## src/rtl/fifo_n.sv

```systemverilog
// Parametrised-depth ready/valid FIFO with synchronous flush (same-cycle refill),
// occupancy count, almost-full watermark and selectable ready pass-through.
module fifo_n #(
  parameter type         T          = logic [31:0],
  parameter int unsigned DEPTH      = 4,
  parameter int unsigned AF_LEVEL   = DEPTH - 1,
  parameter bit          READY_PASS = 1'b1
) (
  input  logic                       clk,
  input  logic                       reset_n,
  input  logic                       flush_in,
  input  logic                       valid_in,
  output logic                       ready_in,
  input  T                           data_in,
  output logic                       valid_out,
  input  logic                       ready_out,
  output T                           data_out,
  output logic                       full,
  output logic                       empty,
  output logic                       almost_full,
  output logic [$clog2(DEPTH+1)-1:0] count_out
);

  localparam int unsigned PTR_W = $clog2(DEPTH);
  localparam int unsigned CNT_W = $clog2(DEPTH + 1);

  T                 mem_q [DEPTH];
  logic [PTR_W-1:0] rptr_q, rptr_d;
  logic [PTR_W-1:0] wptr_q, wptr_d;
  logic [CNT_W-1:0] count_q, count_d;
  logic             push, pop;
  logic             wr_en;
  logic [PTR_W-1:0] wr_idx;

  // Status flags come only from the count register.
  assign full        = (count_q == CNT_W'(DEPTH));
  assign empty       = (count_q == '0);
  assign almost_full = (count_q >= CNT_W'(AF_LEVEL));
  assign count_out   = count_q;
  assign valid_out   = !empty;
  assign data_out    = mem_q[rptr_q];

  // Pass-through mode lets a same-cycle pop free a slot for a full FIFO.
  assign ready_in = flush_in || !full || (READY_PASS && ready_out);
  assign push     = valid_in && ready_in;
  assign pop      = valid_out && ready_out;

  always_comb begin
    rptr_d  = rptr_q;
    wptr_d  = wptr_q;
    count_d = count_q;
    wr_en   = 1'b0;
    wr_idx  = wptr_q;
    if (flush_in) begin
      rptr_d  = '0;
      wr_idx  = '0;
      wr_en   = valid_in;
      wptr_d  = valid_in ? PTR_W'(1) : '0;
      count_d = valid_in ? CNT_W'(1) : '0;
    end else begin
      if (push) begin
        wr_en  = 1'b1;
        wptr_d = wptr_q + PTR_W'(1);
      end
      if (pop) begin
        rptr_d = rptr_q + PTR_W'(1);
      end
      case ({push, pop})
        2'b10:   count_d = count_q + CNT_W'(1);
        2'b01:   count_d = count_q - CNT_W'(1);
        default: count_d = count_q;
      endcase
    end
  end

  always_ff @(posedge clk or negedge reset_n) begin
    if (!reset_n) begin
      rptr_q  <= '0;
      wptr_q  <= '0;
      count_q <= '0;
    end else begin
      rptr_q  <= rptr_d;
      wptr_q  <= wptr_d;
      count_q <= count_d;
    end
  end

  // Storage is intentionally not reset.
  always_ff @(posedge clk) begin
    if (wr_en) begin
      mem_q[wr_idx] <= data_in;
    end
  end

endmodule

```

## config.mk

```make
export PLATFORM = sky130hd
export DESIGN_NAME = fifo_n
export DESIGN_NICKNAME = d
export VERILOG_FILES = /design/src/rtl/fifo_n.sv
export SDC_FILE = /design/constraint.sdc
export NUM_CORES = 1
export LEC_CHECK = 0
export BUFFER_PORTS_ARGS = -buffer_cell sky130_fd_sc_hd__buf_4
export CORE_MARGIN = 2
export CORE_UTILIZATION = 40
export CTS_CLUSTER_DIAMETER = 150
export DETAILED_ROUTE_END_ITERATION = 7
export PLACE_DENSITY = 0.62
export SYNTH_ARGS = -nofsm -noshare
export SYNTH_HDL_FRONTEND = slang
export SYNTH_SLANG_ARGS = --single-unit
```

## constraint.sdc

```tcl
create_clock -name clk -period 14.1 [get_ports clk]
set_clock_uncertainty 0.2 [all_clocks]
set_input_delay 2.115 -clock clk [delete_from_list [all_inputs] [get_ports clk]]
set_output_delay 2.115 -clock clk [all_outputs]
set_load 0.01 [all_outputs]
```

==> summary.txt <==
Outcome
  – Status: complete, no violations

Route
  – Total Routed Length: 9380 um
  – First-pass iteration count of the detailed router: 4
  – DRC: 0
  – Routed length per instance: 18.5 um
  – Vias/cell: 5.05
  – Vias: 2,555
  – Initial DRC Count: 209
  – Number of routed nets with antenna violations: 0

Floorplanning
  – Starting Density: 41.1%
  – Die Y-Extent: 118 um
  – FP Rows: 41
  – Top Ports: 77
  – Area of the die: 13,900 um^2
  – Placeable core area: 12,600 um^2
  – Chip width: 118 um

GRT
  – Initial antenna violation count: 0
  – Gr usage total: 14.1%
  – Vias in the first global route: 2,711
  – GRT overflow: 0
  – Global-route wire length before repair: 14,700 um
  – Largest net degree at the start of global routing: 34

Synth
  – Number of flops mapped to enable cells by yosys: 128
  – Yosys cell types: 37
  – Post-synth top area share: 74.2%
  – Largest area contributor in the netlist: edfxtp_1
  – Seq cells post-synth: 135
  – Post-Synthesis Cells: 238
  – Post-Syn Nets: 276
  – Post-synth top flop: edfxtp_1
  – Register area share after synthesis: 77.6%
  – Mapped Area: 5180 um^2
  – Async SR Flop Fraction: 5.19%
  – Synth area leaders: edfxtp_1, mux4_2, dfrtp_1, buf_2, nor2_1
  – Syn. warnings: 0
  – Syn_area_per_cell: 21.8 um^2
  – Post-synth top cells: edfxtp_1, mux4_2, buf_2, nor2_1, dfrtp_1
  – Most frequent cell after synthesis: edfxtp_1

Clock tree
  – Clock Latency Late Sink: 0.40 ns
  – Clock Tree Root: clkbuf_16
  – CTS max path bufs: 2
  – Post-CTS Setup Bufs: 0
  – Worst-path clk slew: 0.06 ns
  – Post-CTS resize count: 0
  – Hold_buf cts: 0
  – Clk sink count: 135
  – TritonCTS clock tree: done
  – Clock H-tree levels: 4
  – Number of CTS-inserted buffers: 17

Power
  – Psw: 0.000240 W
  – Power Internal: 0.000887 W
  – VDD IR max: 0.0685 mV
  – Reg power frac: 42.5%
  – Pleak: 2.30 nW
  – Combinational power share: 12.7%
  – Clock network power share: 44.8%
  – Switch share: 21.3%
  – P per Cell Area: 170 nW/um^2

Placement
  – Post-DP Area: 5930 um^2
  – Post-DP HPWL: 5270 um
  – GPL Wtd Cong: 0.777
  – I/O Buffers: 76

STA
  – Hold Vio Cnt, Final: 0
  – Max Fclk: 193 MHz
  – RSZ-0062 raised after global routing: no
  – Setup Viol. Count Final: 0
  – Setup_tns: 0 ns
  – Actual slew at the worst max-slew pin: 0.941 ns
  – Hold Slack: 0.490 ns
  – Final period utilization: 36.8%
  – Tmin final: 5.19 ns
  – Slew Limit Fails: 0
  – Max-Slew Margin vs Limit: 37.3%

Flow run
  – Max Cap Viol: 0

Worst hold path
  – Hold WC Path Type: register to register

Layout
  – Synth-to-Final Area Change: 27.8%
  – Layout cells sized above 1: 44.9%
  – Final Cell Area: 6620 um^2
  – Fillers: 1,043
  – Fin nets: 359
  – Antenna cell count: 0

Worst setup path
  – Critical Path AT: 2.88 ns
  – Worst path required time: 11.78 ns
  – CP Capture Type: output port
  – Worst setup path category: primary input to output port
  – Critical path peak fanout: 16
  – Startpoint Class: primary input
metrics by stage:
step	cells	power, W	setup WS [ns]	utilization, %
6_report	506	0.00113	8.91	52.5
5_1_grt	506	0.00117	8.82	52.5
3_5_place_dp	474	0.000634	8.91	47.0
3_3_place_gp	474	0.000632	8.93	47.0
4_1_cts	506	0.00114	8.90	52.5
2_1_floorplan	238	0.000567	7.54	-
state kept, by name, indices dropped and copies added (netlist names):
name and count:
count_out 3, mem_q 128, rptr_q 2, wptr_q 2
final timing paths:
path	start	slack (ns)	to	cells past startpoint
min reg2reg	wptr_q[1]$_DFFE_PN0P_	0.49	wptr_q[1]$_DFFE_PN0P_	2
max in group asynchronous	reset_n	12.23	rptr_q[0]$_DFFE_PN0P_	1
max reg2reg	count_out[1]$_DFFE_PN0P_	11.48	count_out[2]$_DFFE_PN0P_	6
max	flush_in	8.91	ready_in	4
min in group asynchronous	reset_n	1.32	count_out[2]$_DFFE_PN0P_	1
min	wptr_q[1]$_DFFE_PN0P_	0.49	wptr_q[1]$_DFFE_PN0P_	2
logic make-up after synthesis:
family	Yosys count	share of synthesized area, %
AND/OR/NAND/NOR	23	2.41
adder cells (fa/ha/maj)	1	0.386
flip-flops	135	77.6
AO/OA/AOI/OAI	22	3.12
XOR/XNOR	2	0.338
buffers and inverters	21	1.86
multiplexers	34	14.3
routing by layer:
layer	share of wire (%)	GRT usage, %	routed length (um)
met3	5.4	4.99	502
met4	0.72	5.42	68
met2	48	22.2	4520
met1	46	18.1	4290
met5	0	0	0
layout make-up:
cell class                 instances  area (um^2)  share of cell area (%)
clock buffer                      21          470                    7.11
clock inverter                    11          218                    3.29
inverter                           6         22.5                   0.340
sequential                       135         4020                    60.7
multi-input combinational         82         1080                    16.3
timing repair buffer              79          593                    8.96
tap                              172          215                    3.25
critical path, stage by stage:
cell and delay, ns:
buf_4 0.17, nor3_1 0.36, inv_1 0.08, buf_4 0.15
cell usage in the layout, fill, tap and decap left out, drive strengths merged, types with 2 or more instances in the layout:
cell      count
clkinv        2
o221ai        2
xor2          2
dfrtp         7
nand2b        3
edfxtp      128
bufinv        6
or3           2
a21oi         4
mux4         32
buf          79
clkbuf       21
nor2          8
or3b          2
nor4          2
inv           7
nand2         3
o31ai         2
clkinvlp      2
o21a          2
power groups by stage:
| stage | registers, W | logic (W) | clock network [W] |
|---|---|---|---|
| 2_1_floorplan | 0.000473 | 0.0000936 | 0 |
| 3_3_place_gp | 0.000487 | 0.000144 | 0 |
| 3_5_place_dp | 0.000488 | 0.000146 | 0 |
| 4_1_cts | 0.000480 | 0.000146 | 0.000514 |
| 5_1_grt | 0.000482 | 0.000155 | 0.000532 |
| 6_report | 0.000479 | 0.000143 | 0.000504 |
Note: power is estimated with default switching activity, not from simulation.
